### src/rtl/riscv_defs_pkg.sv
// Shared RV32I/RV64I encodings used by the MEM->WB boundary.
// Write-back source selects and load funct3 values.
package riscv_defs_pkg;

  localparam int XLEN_DEF = 32;

  localparam logic [1:0] RESULT_ALU  = 2'b00;
  localparam logic [1:0] RESULT_LOAD = 2'b01;
  localparam logic [1:0] RESULT_PC4  = 2'b10;

  localparam logic [2:0] F3_LB  = 3'b000;
  localparam logic [2:0] F3_LH  = 3'b001;
  localparam logic [2:0] F3_LW  = 3'b010;
  localparam logic [2:0] F3_LD  = 3'b011;
  localparam logic [2:0] F3_LBU = 3'b100;
  localparam logic [2:0] F3_LHU = 3'b101;
  localparam logic [2:0] F3_LWU = 3'b110;

endpackage

### src/rtl/load_extract.sv
// Combinational load-data extraction (byte/half/word, signed/unsigned).
// Misaligned offsets are not checked here.
module load_extract
  import riscv_defs_pkg::*;
#(
  parameter int XLEN = XLEN_DEF,
  parameter int OW   = (XLEN == 64) ? 3 : 2
) (
  input  logic [XLEN-1:0] rdata,
  input  logic [OW-1:0]   off,
  input  logic [2:0]      funct3,
  output logic [XLEN-1:0] value
);

  logic [7:0]  b;
  logic [15:0] h;
  logic [31:0] w;

  always_comb begin
    b = 8'(rdata >> {off, 3'b000});
    h = 16'(rdata >> {off[OW-1:1], 4'b0000});
    // only RV64 has a second word lane
    w = 32'(rdata >> ((XLEN == 64) ? {off[OW-1], 5'b00000} : 6'd0));
    value = rdata;
    unique case (funct3)
      F3_LB:   value = XLEN'($signed(b));
      F3_LBU:  value = XLEN'(b);
      F3_LH:   value = XLEN'($signed(h));
      F3_LHU:  value = XLEN'(h);
      F3_LW:   value = XLEN'($signed(w));
      F3_LWU:  value = (XLEN == 64) ? XLEN'(w) : rdata;
      default: value = rdata;
    endcase
  end

endmodule

### src/rtl/pipe_reg_en.sv
// Enable/clear pipeline register with async active-low reset.
// Clear beats enable; enable low holds.
module pipe_reg_en #(
  parameter int         W   = 1,
  parameter logic [W-1:0] RST = '0
) (
  input  logic         clk,
  input  logic         rst_n,
  input  logic         en,
  input  logic         clr,
  input  logic [W-1:0] d,
  output logic [W-1:0] q
);

  always_ff @(posedge clk or negedge rst_n) begin
    if (!rst_n) begin
      q <= RST;
    end else if (clr) begin
      q <= '0;
    end else if (en) begin
      q <= d;
    end
  end

endmodule

### src/rtl/mem_wb_stage.sv
// MEM->WB pipeline boundary with stall/flush, result select
// and load extraction feeding the register file.
module mem_wb_stage
  import riscv_defs_pkg::*;
#(
  parameter int   XLEN        = XLEN_DEF,
  parameter int   REG_AW      = 5,
  parameter logic RESET_VALID = 1'b0
) (
  input  logic              Clk,
  input  logic              Rst_n,
  input  logic              stall_w,
  input  logic              flush_w,
  input  logic              valid_m,
  input  logic              reg_write_m,
  input  logic [1:0]        result_src_m,
  input  logic [2:0]        funct3_m,
  input  logic [XLEN-1:0]   alu_result_m,
  input  logic [XLEN-1:0]   read_data_m,
  input  logic [XLEN-1:0]   pc_plus4_m,
  input  logic [REG_AW-1:0] rd_m,
  output logic              valid_w,
  output logic [REG_AW-1:0] rd_w,
  output logic              reg_write_w,
  output logic [XLEN-1:0]   result_w,
  output logic [XLEN-1:0]   alu_result_w,
  output logic [XLEN-1:0]   pc_plus4_w,
  output logic [XLEN-1:0]   read_data_w
);

  localparam int OW = (XLEN == 64) ? 3 : 2;
  localparam int CW = 1 + 2 + 3 + REG_AW;
  localparam int DW = 3 * XLEN;

  logic              reg_write_r;
  logic [1:0]        result_src_r;
  logic [2:0]        funct3_r;
  logic [XLEN-1:0]   load_val;
  logic              load_en;

  assign load_en = ~stall_w;

  pipe_reg_en #(.W(1), .RST(RESET_VALID)) u_valid (
    .clk   (Clk),
    .rst_n (Rst_n),
    .en    (load_en),
    .clr   (flush_w),
    .d     (valid_m),
    .q     (valid_w)
  );

  pipe_reg_en #(.W(CW)) u_ctrl (
    .clk   (Clk),
    .rst_n (Rst_n),
    .en    (load_en),
    .clr   (flush_w),
    .d     ({reg_write_m, result_src_m, funct3_m, rd_m}),
    .q     ({reg_write_r, result_src_r, funct3_r, rd_w})
  );

  // a flush leaves data fields intact so forwarding sees stable values
  pipe_reg_en #(.W(DW)) u_data (
    .clk   (Clk),
    .rst_n (Rst_n),
    .en    (load_en & ~flush_w),
    .clr   (1'b0),
    .d     ({alu_result_m, read_data_m, pc_plus4_m}),
    .q     ({alu_result_w, read_data_w, pc_plus4_w})
  );

  load_extract #(.XLEN(XLEN), .OW(OW)) u_ld (
    .rdata  (read_data_w),
    .off    (alu_result_w[OW-1:0]),
    .funct3 (funct3_r),
    .value  (load_val)
  );

  assign reg_write_w = valid_w & reg_write_r & (rd_w != '0);

  always_comb begin
    unique case (result_src_r)
      RESULT_LOAD: result_w = load_val;
      RESULT_PC4:  result_w = pc_plus4_w;
      default:     result_w = alu_result_w;
    endcase
  end

endmodule

### config.mk
export PLATFORM = sky130hd
export DESIGN_NAME = mem_wb_stage
export DESIGN_NICKNAME = d
export VERILOG_FILES = /design/src/rtl/riscv_defs_pkg.sv /design/src/rtl/load_extract.sv /design/src/rtl/pipe_reg_en.sv /design/src/rtl/mem_wb_stage.sv
export SDC_FILE = /design/constraint.sdc
export NUM_CORES = 1
export LEC_CHECK = 0
export CORE_UTILIZATION = 43
export CTS_BUF_LIST = sky130_fd_sc_hd__clkbuf_2
export CTS_CLUSTER_SIZE = 25
export DETAILED_ROUTE_END_ITERATION = 10
export PLACE_DENSITY = 0.84
export SYNTH_ARGS = -nofsm -noshare
export SYNTH_HDL_FRONTEND = slang
export SYNTH_SLANG_ARGS = --single-unit
### constraint.sdc
create_clock -name Clk -period 1.85 [get_ports Clk]
set_input_delay 0.185 -clock Clk [delete_from_list [all_inputs] [get_ports Clk]]
set_output_delay 0.185 -clock Clk [all_outputs]
set_load 0.005 [all_outputs]
==> out/results.tsv, run 1 <==
metric	value	unit
synthFlopType	dfrtp_1	
intPower	4.69	mW
timing.slew.headroom	70.5	%
seqPwrFrac	43.0	%
num_rows	39	
grt_usage	30.6	%
cts_tree	yes	
final_hold_viol_count	0	
async_flop_share	100	%
ys_seq_elements	108	
startpoint_type	flip-flop	
rsz0062_at_grt	yes	
p_switching	2.24	mW
p_leak	4.19	nW
vias	5064	
holdWs	0.122	ns
ff2ff_path_depth	4	
grt-ovfl-total	0	
hpwl	12700	microns
seq_area	2710	sq um
slew_viol_final	0	
io_pins	247	
power_density	755	nW/um^2
synth.distinct_cells	33	
cp_slowest_stage_delay	0.53	ns
cts_buffers	9	
grt_max_degree	42	
syn_to_final_growth	76.1	%
power_frac_comb	43.2	%
status	finished, violations left	
final-setup-viol-count	34	
final_common_cell	clkdlybuf4s50_1	
path_cells	mux2i_4, buf_6, a221oi_4, buf_6, a21oi_4, buf_6, buf_6, a21oi_2, buf_2	
max_freq	372	MHz
drc	16	
initial_core_util	44.9	%
cts.path.max_buffers	2	
netSwitchingFraction	32.3	%
ys_warn_count	0	
multi_input_area	2660	sq um
critPathKind	flip-flop to primary output	
clock_sink_count	108	
ant_nets	0	
worstPathRequired	1.66	ns
layout-drive-gt1-share	43.7	%
vias_per_cell	5.47	
syn_area	5220	sq um
final_cell_mix	clkdlybuf4s50_1 (154), dfrtp_1 (103), mux2_2 (98)	
die-area	12600	sq um
grt_first_pass_wirelength	29300	microns
yosysSeqAreaShare	51.8	%
die_x	112	microns
finClkSkew	0	ns
setup_slack	-0.841	ns
hold_class	input pin to flip-flop	
critPathArrivalTime	2.51	ns
synth_edf_count	0	
cts_root_buf	clkbuf_2	
antenna_found_initial	0	
avgSynthCellArea	12.4	sq um
wirelength	19500	microns
path_clk_slew	0.29	ns
violations	DRC, setup timing	
crit_top_cell	buf_6	
slowest_stage	dfrtp_2	
end_kind	primary output	
hold_depth	2	
p_clk_share	13.8	%
clk_latency	0.63	ns
place_ws	-0.590	ns
fill_cells	726	
coreArea	11600	sq um
place.gp.congestion	0.824	
synth_cells	420	
cp_max_fo	4	
port_buffers	246	
dr.first_iter.drc_count	311	
first_global_vias	5464	
tightest_slew	0.442	ns
n_antenna_cell	0	
syn_nets	534	
first_pass_iters	8	
min_period_over_period	145	%
fp.dieH	112	microns
vdd_ir_drop_max	0.519	mV
fin_nets	892	
h-tree-depth	3	
wl_per_cell	21.0	microns
period_needed	2.69	ns
maxCapViolCount	0	
[layer usage]
metal / global-route usage, % / vias to the layer above / routed length, microns
met5: 0 / - / 0
met4: 16.0 / 0 / 783
met3: 6.59 / 57 / 1360
met2: 52.8 / 238 / 9810
met1: 36.1 / 2511 / 7500
li1: - / 2258 / -
[Yosys cell counts (2+ instances only)]
master | instances | area, sq um
nand2b_1 | 6 | 37.5
a21oi_1 | 18 | 90.1
a221o_1 | 4 | 40.0
clkbuf_1 | 10 | 37.5
inv_1 | 4 | 15.0
buf_2 | 13 | 65.1
nor2b_1 | 17 | 106
nand2_1 | 5 | 18.8
o311ai_0 | 3 | 26.3
mux2_2 | 99 | 1110
nor3b_1 | 5 | 37.5
a22oi_1 | 32 | 240
ha_1 | 2 | 25.0
o22ai_1 | 7 | 43.8
mux2i_1 | 24 | 240
o21ai_0 | 20 | 100
dfrtp_1 | 108 | 2700
buf_4 | 6 | 45.0
nor2_1 | 23 | 86.3
[sequential cells by signal (all words and copies together), names as in the netlist]
name	flops
u_ctrl.q	11
u_data.q	96
u_valid.q	1
[metrics by stage]
stage	setup TNS (ns)	instances	area, sq um	total power [mW]	utilization (%)
2_1_floorplan	0	420	5220	3.83	-
3_3_place_gp	-10.56	844	8270	5.48	71.2
3_5_place_dp	-14.23	844	8270	5.57	71.2
4_1_cts	-23.24	910	8890	6.76	76.5
5_1_grt	-27.46	926	9190	7.28	79.1
6_report	-23.61	926	9190	6.94	79.1
[final timing paths]
path                            slack (ns)                       end                     start
worst max-delay path                 -0.84              result_w[20]  u_data.q[64]$_DFFE_PN0P_
worst min-delay path                  0.12  u_data.q[20]$_DFFE_PN0P_            pc_plus4_m[20]
worst max register to register        0.60  u_data.q[64]$_DFFE_PN0P_  u_data.q[64]$_DFFE_PN0P_
worst min register to register        0.57  u_data.q[91]$_DFFE_PN0P_  u_data.q[91]$_DFFE_PN0P_
max in group asynchronous             0.93  u_data.q[62]$_DFFE_PN0P_                     Rst_n
min in group asynchronous             0.44   u_ctrl.q[5]$_DFFE_PN0P_                     Rst_n
[logic make-up after synthesis]
family	share of synthesized area (%)
mux	26.0
flops	51.8
compound gates	11.8
simple gates	6.28
buf+inv	3.69
fa+ha+maj	0.480
[power groups by stage]
| stage | combinational [mW] | sequential [mW] | clock [mW] |
|---|---|---|---|
| finish | 2.99 | 2.98 | 0.960 |
| global route | 3.16 | 3.03 | 1.09 |
| CTS | 2.80 | 2.97 | 0.989 |
| detailed placement | 2.55 | 3.02 | 0 |
| global placement | 2.49 | 2.99 | 0 |
| floorplan | 0.833 | 3.00 | 0 |
[final cells by class]
type                    count  area share (%)
repair buffers            378            38.6
clock buffers              10           0.545
well taps                 143            1.95
flip-flops and latches    108            29.5
multi-input cells         277            29.0
clock inverters             6           0.340
inverters                   4           0.163
[critical path: cells and delay by family (launching register included)]
kind / cells / cell delay [ns]
mux: 1 / 0.22
compound gates: 3 / 0.47
flops: 1 / 0.53
buf+inv: 5 / 0.67
[timing repair]
action                                  in CTS  in global routing
cloned                                       1                  1
pin swaps                                   23                 21
setup buffers                               47                 16
endpoints found under the setup margin      68                 61
resized for setup                          264                 72
endpoints found under the hold margin      108                  0
hold buffers                                 3                  0
No activity file was read; power rests on OpenSTA's default activity.
==> inputs of run 2 (changes only) <==
- CAP_MARGIN: unset -> 20
- CORE_UTILIZATION: 43 -> 46
- PLACE_DENSITY: 0.84 -> 0.89
- clock period: 1.85 -> 3.2 ns (I/O delays scaled with it)
==> out/results.tsv, run 2 (same netlist as run 1, synthesis figures left out) <==
metric	value	unit
status	finished clean	
reg_top3	u_data.q: 96 flops, u_ctrl.q: 11 flops, u_valid.q: 1 flops	
cp_slowest_stage_delay	0.55	ns
h-tree-depth	3	
io_pins	247	
path_cells	mux2i_1, nor3_1, o41ai_4, o21ai_0, clkdlybuf4s50_1	
place_ws	0.615	ns
fin_tns_setup	0	ns
final_common_cell	clkdlybuf4s50_1	
critPathKind	flip-flop to primary output	
tightest_slew	0.784	ns
dr.first_iter.drc_count	219	
hold_class	input pin to asynchronous set/reset pin	
final_cell_mix	clkdlybuf4s50_1 (242), dfrtp_1 (105), mux2_2 (99)	
first_pass_iters	7	
antenna_found_initial	0	
clock_sink_count	108	
grt_first_pass_wirelength	24000	microns
final_util	72.3	%
min_period_over_period	95.7	%
coreArea	10900	sq um
die-area	11800	sq um
r2r-end	u_data.q[65]$_DFFE_PN0P_	
path_clk_slew	0.28	ns
setup_slack	0.137	ns
critPathArrivalTime	2.74	ns
largest_register_ffs	96	
slowest_stage	o41ai_4	
grt-ovfl-total	0	
first_global_vias	4622	
fp.dieH	108	microns
maxCapViolCount	0	
cts_tree	yes	
hpwl	12000	microns
cp_top_family	compound AO/OA/AOI/OAI gates	
initial_core_util	47.7	%
vias_per_cell	5.59	
clk_latency	0.56	ns
cts_buffers	9	
port_buffers	246	
finClkSkew	0	ns
cts.path.max_buffers	2	
fin_nets	770	
place.gp.congestion	0.833	
slew_viol_final	0	
cp_max_fo	8	
period_needed	3.06	ns
timing.slew.headroom	47.7	%
worstPathRequired	2.88	ns
grt_max_degree	60	
fill_cells	772	
path_buf_inv	1	
wl_per_cell	20.0	microns
die_x	108	microns
cts_root_buf	clkbuf_2	
grt_usage	27.2	%
startpoint_type	flip-flop	
final-setup-viol-count	0	
ant_nets	0	
reg2reg_from	u_data.q[65]$_DFFE_PN0P_	
regMostFlops	u_data.q	
num_rows	38	
final_hold_viol_count	0	
p_leak	3.22	nW
drc	0	
n_antenna_cell	0	
layout-drive-gt1-share	20.7	%
wirelength	16000	microns
syn_to_final_growth	51.6	%
rsz0062_at_grt	no	
vdd_ir_drop_max	0.250	mV
power_density	453	nW/um^2
rrSetupSlack	2.14	ns
end_kind	primary output	
max_freq	326	MHz
ff2ff_path_depth	2	
vias	4479	
[run 2: worst register-to-register path, delay by kind of cell, from the launching register on]
| family | cells | cell delay (ns) |
|---|---|---|
| buffers and inverters | 1 | 0.20 |
| multiplexers | 1 | 0.27 |
| flip-flops | 1 | 0.52 |
[run 2: worst max path at each step]
stage / depth (start not counted) / start / slack [ns] / to
2_1_floorplan: 7 / u_ctrl.q[8]$_DFFE_PN0P_ / 1.32 / result_w[10]
6_report: 5 / u_data.q[64]$_DFFE_PN0P_ / 0.14 / result_w[12]
4_1_cts: 5 / u_ctrl.q[5]$_DFFE_PN0P_ / 0.01 / result_w[2]
3_5_place_dp: 5 / u_ctrl.q[5]$_DFFE_PN0P_ / 0.62 / result_w[23]
5_1_grt: 7 / u_ctrl.q[9]$_DFFE_PN0P_ / 0.007 / result_w[21]
3_3_place_gp: 7 / u_ctrl.q[8]$_DFFE_PN0P_ / 0.69 / result_w[8]
[run 2: metrics by stage]
step	power (mW)	hold WS, ns	cells	instance area (sq um)
floorplan	2.22	0.0244	420	5220
global placement	3.02	0.389	784	7770
detailed placement	3.06	0.392	784	7770
CTS	3.60	0.255	801	7870
global route	3.76	0.278	801	7910
finish	3.58	0.291	801	7910
[run 2: area by class of cell]
class                   instances  area [sq um]  area share, %
flip-flops and latches        108          2710           34.2
repair buffers                257          2580           32.6
clock buffers                  10          50.0          0.633
inverters                       4          15.0          0.190
well taps                     140           175           2.22
multi-input cells             276          2350           29.8
clock inverters                 6          31.3          0.396
[run 2: report_power, final]
group / internal, mW / total, mW / switching, mW
clock: 0.0970 / 0.530 / 0.433
sequential: 1.55 / 1.76 / 0.208
combinational: 0.846 / 1.29 / 0.442
[run 2: per-layer routing]
layer	vias up	wire (microns)	track usage [%]	part of all wire, %
li1	2013	-	-	-
met1	2229	6570	33.1	41
met4	0	337	9.85	2.1
met3	27	1210	6.93	7.5
met5	-	0	0	0
met2	210	7890	46.4	49
[run 2: repair_timing]
action,CTS,global route
resized for setup,2,14
setup buffers,0,0
hold endpoints to repair,50,0
hold buffers,1,0
endpoints found under the setup margin,19,31
==> inputs of run 3 (changes only) <==
- CTS_CLUSTER_DIAMETER: unset -> 30
- MAX_ROUTING_LAYER: unset -> met4
==> out/results.tsv, run 3 (same netlist as run 1, synthesis figures left out) <==
metric	value	unit
max_freq	327	MHz
dr.first_iter.drc_count	267	
p_leak	3.22	nW
vdd_ir_drop_max	0.251	mV
drc	0	
maxCapViolCount	0	
die_x	108	microns
status	finished clean	
num_rows	38	
seq_area	2710	sq um
startpoint_type	flip-flop	
largest_register_ffs	96	
final_cell_mix	clkdlybuf4s50_1 (242), dfrtp_1 (105), mux2_2 (99)	
final_cell_area	7910	sq um
first_global_vias	4626	
hold_class	input pin to asynchronous set/reset pin	
hpwl	12000	microns
final_hold_viol_count	0	
grt_usage	28.0	%
grt_max_degree	60	
reg2reg_from	u_data.q[65]$_DFFE_PN0P_	
coreArea	10900	sq um
die-area	11800	sq um
fin_nets	770	
cts.path.max_buffers	2	
syn_to_final_growth	51.6	%
antenna_found_initial	0	
fp.dieH	108	microns
dp.cells	784	
rsz0062_at_grt	yes	
final_util	72.3	%
reg_top3	u_data.q: 96 flops, u_ctrl.q: 11 flops, u_valid.q: 1 flops	
multi_input_area	2350	sq um
wirelength	16000	microns
worstPathRequired	2.88	ns
vias_per_cell	5.57	
path_clk_slew	0.28	ns
first_pass_iters	7	
cts_tree	yes	
vias	4464	
min_period_over_period	95.7	%
n_antenna_cell	0	
cts_root_buf	clkbuf_2	
finClkSkew	0	ns
grt-ovfl-total	0	
place.gp.congestion	0.845	
final-setup-viol-count	0	
instances_no_fill	801	
regMostFlops	u_data.q	
initial_core_util	47.7	%
ant_nets	0	
grt_first_pass_wirelength	23900	microns
final_common_cell	clkdlybuf4s50_1	
cp_max_fo	8	
layout-drive-gt1-share	20.7	%
period_needed	3.06	ns
timing.slew.headroom	48.1	%
port_buffers	246	
place_area	7770	sq um
critPathArrivalTime	2.74	ns
fin_tns_setup	0	ns
cts_buffers	9	
power_density	453	nW/um^2
clock_sink_count	108	
critPathKind	flip-flop to primary output	
crit_path_start	u_data.q[64]$_DFFE_PN0P_	
total_power	3.58	mW
fill_cells	772	
h-tree-depth	3	
tightest_slew	0.779	ns
clk_latency	0.56	ns
slew_viol_final	0	
io_pins	247	
end_kind	primary output	
wl_per_cell	20.0	microns
[run 3: cell counts in the layout (fill, tap and decap cells not counted)]
No cell type changed its count.
[run 3: cell type report]
cell class	instances	area share, %
Clock buffer	10	0.633
Clock inverter	6	0.396
Inverter	4	0.190
Multi-Input combinational cell	276	29.8
Sequential cell	108	34.2
Tap cell	140	2.22
Timing Repair Buffer	257	32.6
[run 3: critical path, stage by stage, from the launching register on]
cell             delay (ns)
dfrtp_1                0.52
mux2i_1                0.30
nor3_1                 0.11
o41ai_4                0.55
o21ai_0                0.22
clkdlybuf4s50_1        0.48
[run 3: path summary, 6_finish.rpt]
check / endpoint / slack [ns] / depth (start not counted)
max: result_w[12] / 0.14 / 5
min: u_data.q[52]$_DFFE_PN0P_ / 0.29 / 2
max reg2reg: u_data.q[65]$_DFFE_PN0P_ / 2.14 / 2
min reg2reg: u_data.q[80]$_DFFE_PN0P_ / 0.58 / 1
max in group asynchronous: u_data.q[31]$_DFFE_PN0P_ / 2.19 / 3
min in group Clk: u_ctrl.q[3]$_DFFE_PN0P_ / 0.32 / 3
[run 3: stage by stage]
stage | hold slack (ns) | worst slack [ns]
final | 0.288 | 0.137
after global routing | 0.275 | 0.00237
after CTS | 0.255 | 0.0137
after detailed placement | 0.392 | 0.615
after global placement | 0.389 | 0.694
after floorplan | 0.0244 | 1.32
[run 3: timing repair]
| item | 4_1_cts | 5_1_grt |
|---|---|---|
| setup buffers | 0 | 0 |
| hold endpoints to repair | 50 | 0 |
| cloned | 0 | 0 |
| resized for setup | 2 | 14 |
| hold buffers | 1 | 0 |
| endpoints found under the setup margin | 19 | 31 |
[run 3: metal layers]
metal | vias up | track usage (%) | part of all wire (%)
met4 | 0 | 9.46 | 1.8
met1 | 2213 | 33.8 | 42
met5 | - | - | 0
li1 | 2012 | - | -
met2 | 219 | 46.8 | 50
met3 | 20 | 5.49 | 7.0
[run 3: power breakdown]
part           leakage, nW  switching, mW  total [mW]  internal, mW
Sequential            1.28          0.209        1.76          1.55
Clock               0.0521          0.432       0.529        0.0969
Combinational         1.89          0.444        1.29         0.846
==> RTL edit 1, RTL diff (config.mk and constraints of run 1) <==
Make the reset (`rst_n`) synchronous in one clocked block. Comments in the files are not updated.
--- a/src/rtl/pipe_reg_en.sv
+++ b/src/rtl/pipe_reg_en.sv
@@ -13,5 +13,5 @@
 );
 
-  always_ff @(posedge clk or negedge rst_n) begin
+  always_ff @(posedge clk) begin
     if (!rst_n) begin
       q <= RST;
Formal check against the unedited RTL: differs if Rst_n is asserted again (counterexample within 4 cycles, from zero or initial values and one cycle with Rst_n low); with Rst_n held inactive, the same outputs for 10 cycles.
==> RTL edit 1 against run 1 <==
The flow still finishes with violations (design-rule violations, negative setup slack); first-iteration DRC count increased by 69%; synthesized cell count increased by 64%; worst setup slack improved by 0.15 ns; final area decreased by 2.9%; routed wire length increased by 11%; area after synthesis decreased by 0.41%; sequential cell count unchanged; non-clock buffer count decreased by 48.
Power is not compared: it rests on default switching activity, and its combinational part moved more than twofold at a synthesized area within 25%.
==> RTL edit 1: results (changes against run 1) <==
[run_status]
status=finished, violations left
violations=design-rule violations, negative setup slack

[route]
wire_length_per_cell_after_detailed_routing_um=19.26  ; -8.3%
firstDrtPassIters=9  ; +1
drt_first_iter_violations=527  ; +69%
remaining_drc_errors=17  ; +1
via_per_inst=5.488  ; +0.35%

[critical_path]
arrival_time_at_the_worst_endpoint_ns=2.36  ; -0.15 ns
timing.rr.end=u_data.q[65]
regToRegSetupSlack_ns=0.74  ; +0.14 ns
largest_fanout_of_any_net_on_the_critical_path=5  ; +1
crit_slowest_cell=sky130_fd_sc_hd__dfxtp_4
worst_r2r_startpoint=u_data.q[65]

[global_route]
grtUsageTotal_pct=32.45  ; +1.8 points
wire_length_of_the_first_global_routing_pass_um=31510  ; +7.6%

[logic_synthesis]
net_count_of_the_mapped_netlist=801  ; +50%
netlist_top_cells_area=sky130_fd_sc_hd__dfxtp_1 (42%), sky130_fd_sc_hd__nand2_1 (17%), sky130_fd_sc_hd__a21boi_0 (14%), sky130_fd_sc_hd__nor2_1 (3.8%), sky130_fd_sc_hd__o221ai_1 (3.7%)
yosys-mux-area-fraction_pct=3.035  ; -23 points
area_fraction_in_compound_gates_after_synthesis_pct=24.76  ; +13 points
yosysSeqAreaShare_pct=41.62  ; -10 points
synth-async-reset-ratio_pct=0  ; -100 points
synthesis.area_per_instance_sq_um=7.562  ; -39%
synth_commonest_cells=sky130_fd_sc_hd__nand2_1 (240), sky130_fd_sc_hd__dfxtp_1 (108), sky130_fd_sc_hd__a21boi_0 (96)
synth-adder-area-share_pct=0.4817  ; +0.0020 points

[hold_path]
whs_endpoint=u_data.q[2]

[place]
detailedPlacementHpwl_um=14130  ; +11%
final_replace_weighted_congestion=0.8774  ; +6.5%

[finish]
layout-drive-gt1-share_pct=25.31  ; -18 points
fill_cells=832  ; +15%
finish.net_count=1089  ; +22%

[sta]
holdWs_ns=0.05562  ; -0.06644 ns
finalSetupViolCount=33  ; -2.9%
timing.final.ws_setup_ns=-0.6946  ; +0.1465 ns

[RTL edit 1: changes by cell type in the layout (fill, tap and decap cells not counted), moves of 27 or more]
cell,delta
sky130_fd_sc_hd__a22oi_1,-27
sky130_fd_sc_hd__dfxtp_1,+67
sky130_fd_sc_hd__mux2_2,-98
sky130_fd_sc_hd__dfrtp_1,-103
sky130_fd_sc_hd__nand2_1,+234
sky130_fd_sc_hd__clkdlybuf4s50_1,+45
sky130_fd_sc_hd__dfxtp_2,+33
sky130_fd_sc_hd__nor2_1,+28
sky130_fd_sc_hd__buf_4,-37
sky130_fd_sc_hd__a21boi_0,+96
[RTL edit 1: final cells by class]
type                       count  share of cell area [%]
clock inverter                 2                  0.1262
clock buffer                  14                  0.7854
multi-input combinational    521                   36.13
sequential                   108                   25.04
inverter                       5                  0.2384
tap                          143                   2.006
timing repair buffer         330                   35.68
[RTL edit 1: layer usage]
layer	track usage, %	up-vias	part of all wire [%]
li1	-	2868	-
met1	37.96	2874	38
met2	56.11	356	49
met3	8.220	65	9.3
met4	13.87	0	4.0
met5	0	-	0
[RTL edit 1: logic make-up (layout without fill, tap and decap cells)]
family,Yosys count,after routing
buffers and inverters,59,351
multiplexers,15,15
AO/OA/AOI/OAI,182,183
AND/OR/NAND/NOR,321,321
adder cells (fa/ha/maj),2,2
flip-flops,108,108
[RTL edit 1: tightest hold or removal path, cell delays in order]
cell	delay (ns)
sky130_fd_sc_hd__buf_2	0.12
sky130_fd_sc_hd__buf_12	0.20
sky130_fd_sc_hd__a21boi_0	0.16
[RTL edit 1: repair_timing]
action	CTS	global route
buffers inserted	24	8
endpoints found under the setup margin	53	51
pin swaps	27	24
hold buffers	0	0
cloned	3	2
resized for setup	242	77
==> RTL edit 2, RTL diff (settings of run 1) <==
Made on the original files. Set the parameter `RESET_VALID` to 1'b1 (it was 1'b0).
--- a/src/rtl/mem_wb_stage.sv
+++ b/src/rtl/mem_wb_stage.sv
@@ -6,5 +6,5 @@
   parameter int   XLEN        = XLEN_DEF,
   parameter int   REG_AW      = 5,
-  parameter logic RESET_VALID = 1'b0
+  parameter logic RESET_VALID = 1'b1
 ) (
   input  logic              Clk,
Function: changed (a bounded check fails within 4 cycles, from zero or initial values and one cycle with Rst_n low).
==> RTL edit 2 against run 1 <==
Global-route usage down 1.2 points; cell count down 0.97%; highest routed layer unchanged; worst setup slack worse by 0.021 ns; first-iteration DRC count down 4.5%; fmax down 0.79%; largest power group is now sequential cells; power up 1.9%; routed wire length down 4.2%; area after synthesis about the same; the run still ends with design-rule violations, negative setup slack left; critical path depth down 1; sequential cell count unchanged; utilization up 0.097 points; die area about the same; final area up 0.12%.
==> RTL edit 2: results (changes against run 1) <==
[logic_synthesis]
netlist_top_cells_area=sky130_fd_sc_hd__dfrtp_1 (51%), sky130_fd_sc_hd__mux2_2 (21%), sky130_fd_sc_hd__mux2i_1 (4.6%), sky130_fd_sc_hd__a22oi_1 (4.6%), sky130_fd_sc_hd__nor2b_1 (2.0%)
yosys.cell_types.count=34  ; +3.0%
yosysSeqAreaShare_pct=51.82  ; about the same
synth_commonest_cells=sky130_fd_sc_hd__dfrtp_1 (107), sky130_fd_sc_hd__mux2_2 (99), sky130_fd_sc_hd__a22oi_1 (32)

[power_and_ir_drop]
power.static_leakage_nw=4.032  ; -3.7%
swShare_pct=31.29  ; -1.0 points
vdd_drop_max_v=0.0005260  ; +1.4%

[place]
detailedPlacementHpwl_um=12120  ; -4.8%

[critical_path]
regToRegSetupSlack_ns=0.62  ; +0.02 ns
largest_fanout_of_any_net_on_the_critical_path=8  ; +4

[route]
wl_met3_um=1143  ; -16%
remaining_drc_errors=16  ; unchanged
via_per_inst=5.406  ; -1.2%
routed-wl-met2_um=9523  ; -2.9%
routed_wl_um=18640  ; -4.2%
drt_first_iter_violations=297  ; -4.5%

[sta]
timing.final.ws_setup_ns=-0.8625  ; -0.02136 ns
worstMarginPinSlew_ns=0.5904  ; +0.1485 ns
holdWs_ns=0.1147  ; -0.007351 ns
finalSetupViolCount=33  ; -2.9%

[finish]
layout-drive-gt1-share_pct=44.96  ; +1.3 points
finish.net_count=883  ; -1.0%

[global_route]
grt_start_max_net_pins=109  ; +160%
wire_length_of_the_first_global_routing_pass_um=28260  ; -3.5%
number_of_global_route_vias_before_repair=5157  ; -5.6%
grtUsageTotal_pct=29.49  ; -1.2 points

[run_status]
status=finished, violations left
violations=design-rule violations, negative setup slack

RTL edit 2: final cells by class:
type                            count  area (sq um)
Clock buffer                       13         65.06
Clock inverter                      3         40.04
Fill cell                         744          2415
Inverter                            4         15.01
Multi-Input combinational cell    277          2744
Sequential cell                   108          2709
Tap cell                          143         178.9
Timing Repair Buffer              369          3447
RTL edit 2: repair_timing:
| action | 4_1_cts | 5_1_grt |
|---|---|---|
| resized for setup | 264 | 48 |
| pin swaps | 20 | 16 |
| cloned | 2 | 0 |
| hold endpoints to repair | 108 | 0 |
| hold buffers | 1 | 0 |
| endpoints found under the setup margin | 60 | 48 |
| setup buffers | 41 | 16 |
RTL edit 2: power groups by stage:
stage	clock network (mW)	registers (mW)	logic (mW)
5_1_grt	1.22	3.05	3.13
3_3_place_gp	0	2.99	2.50
4_1_cts	1.13	2.99	2.81
2_1_floorplan	0	3.00	0.833
3_5_place_dp	0	3.01	2.56
6_report	1.11	3.00	2.97
RTL edit 2: path summary, 6_finish.rpt:
kind / to / depth (start not counted)
min reg2reg: u_data.q[78] / 1
max reg2reg: u_data.q[64] / 4
min: u_ctrl.q[7] / 3
max: result_w[16] / 8
min in group asynchronous: u_ctrl.q[8] / 3
max in group asynchronous: u_data.q[20] / 3
RTL edit 2: critical path, stage by stage, from the launching register on:
cell                       delay [ns]
sky130_fd_sc_hd__dfrtp_1         0.48
sky130_fd_sc_hd__buf_6           0.14
sky130_fd_sc_hd__nor2_1          0.25
sky130_fd_sc_hd__a221oi_4        0.13
sky130_fd_sc_hd__buf_4           0.16
sky130_fd_sc_hd__a21oi_4         0.38
sky130_fd_sc_hd__buf_6           0.17
sky130_fd_sc_hd__a21oi_4         0.05
sky130_fd_sc_hd__buf_2           0.14
RTL edit 2: layer usage:
metal	GRT usage [%]	vias up
met3	5.508	38
li1	-	2246
met2	50.52	196
met4	12.71	0
met1	36.55	2477
met5	0	-
RTL edit 2: cell families (layout without fill, tap and decap cells):
logic type / after synthesis / in the layout / synth area share [%]
and+or+nand+nor: 62 / 62 / 6.283
AOI/OAI and AO/OA: 89 / 90 / 11.75
adders and majority gates: 2 / 2 / 0.4795
muxes: 123 / 123 / 25.97
DFF: 108 / 108 / 51.82
buffers and inverters: 36 / 389 / 3.693
RTL edit 2: metrics by stage:
stage / utilization [%] / cells / TNS, ns / setup slack (ns) / instance area [sq um]
2_1_floorplan: - / 420 / 0 / 0.1031 / 5218
5_1_grt: 79.21 / 917 / -24.36 / -0.9243 / 9199
3_5_place_dp: 71.27 / 846 / -13.58 / -0.5502 / 8277
4_1_cts: 77.56 / 906 / -20.50 / -0.7912 / 9007
6_report: 79.21 / 917 / -21.53 / -0.8625 / 9199
3_3_place_gp: 71.27 / 846 / -10.65 / -0.4443 / 8277
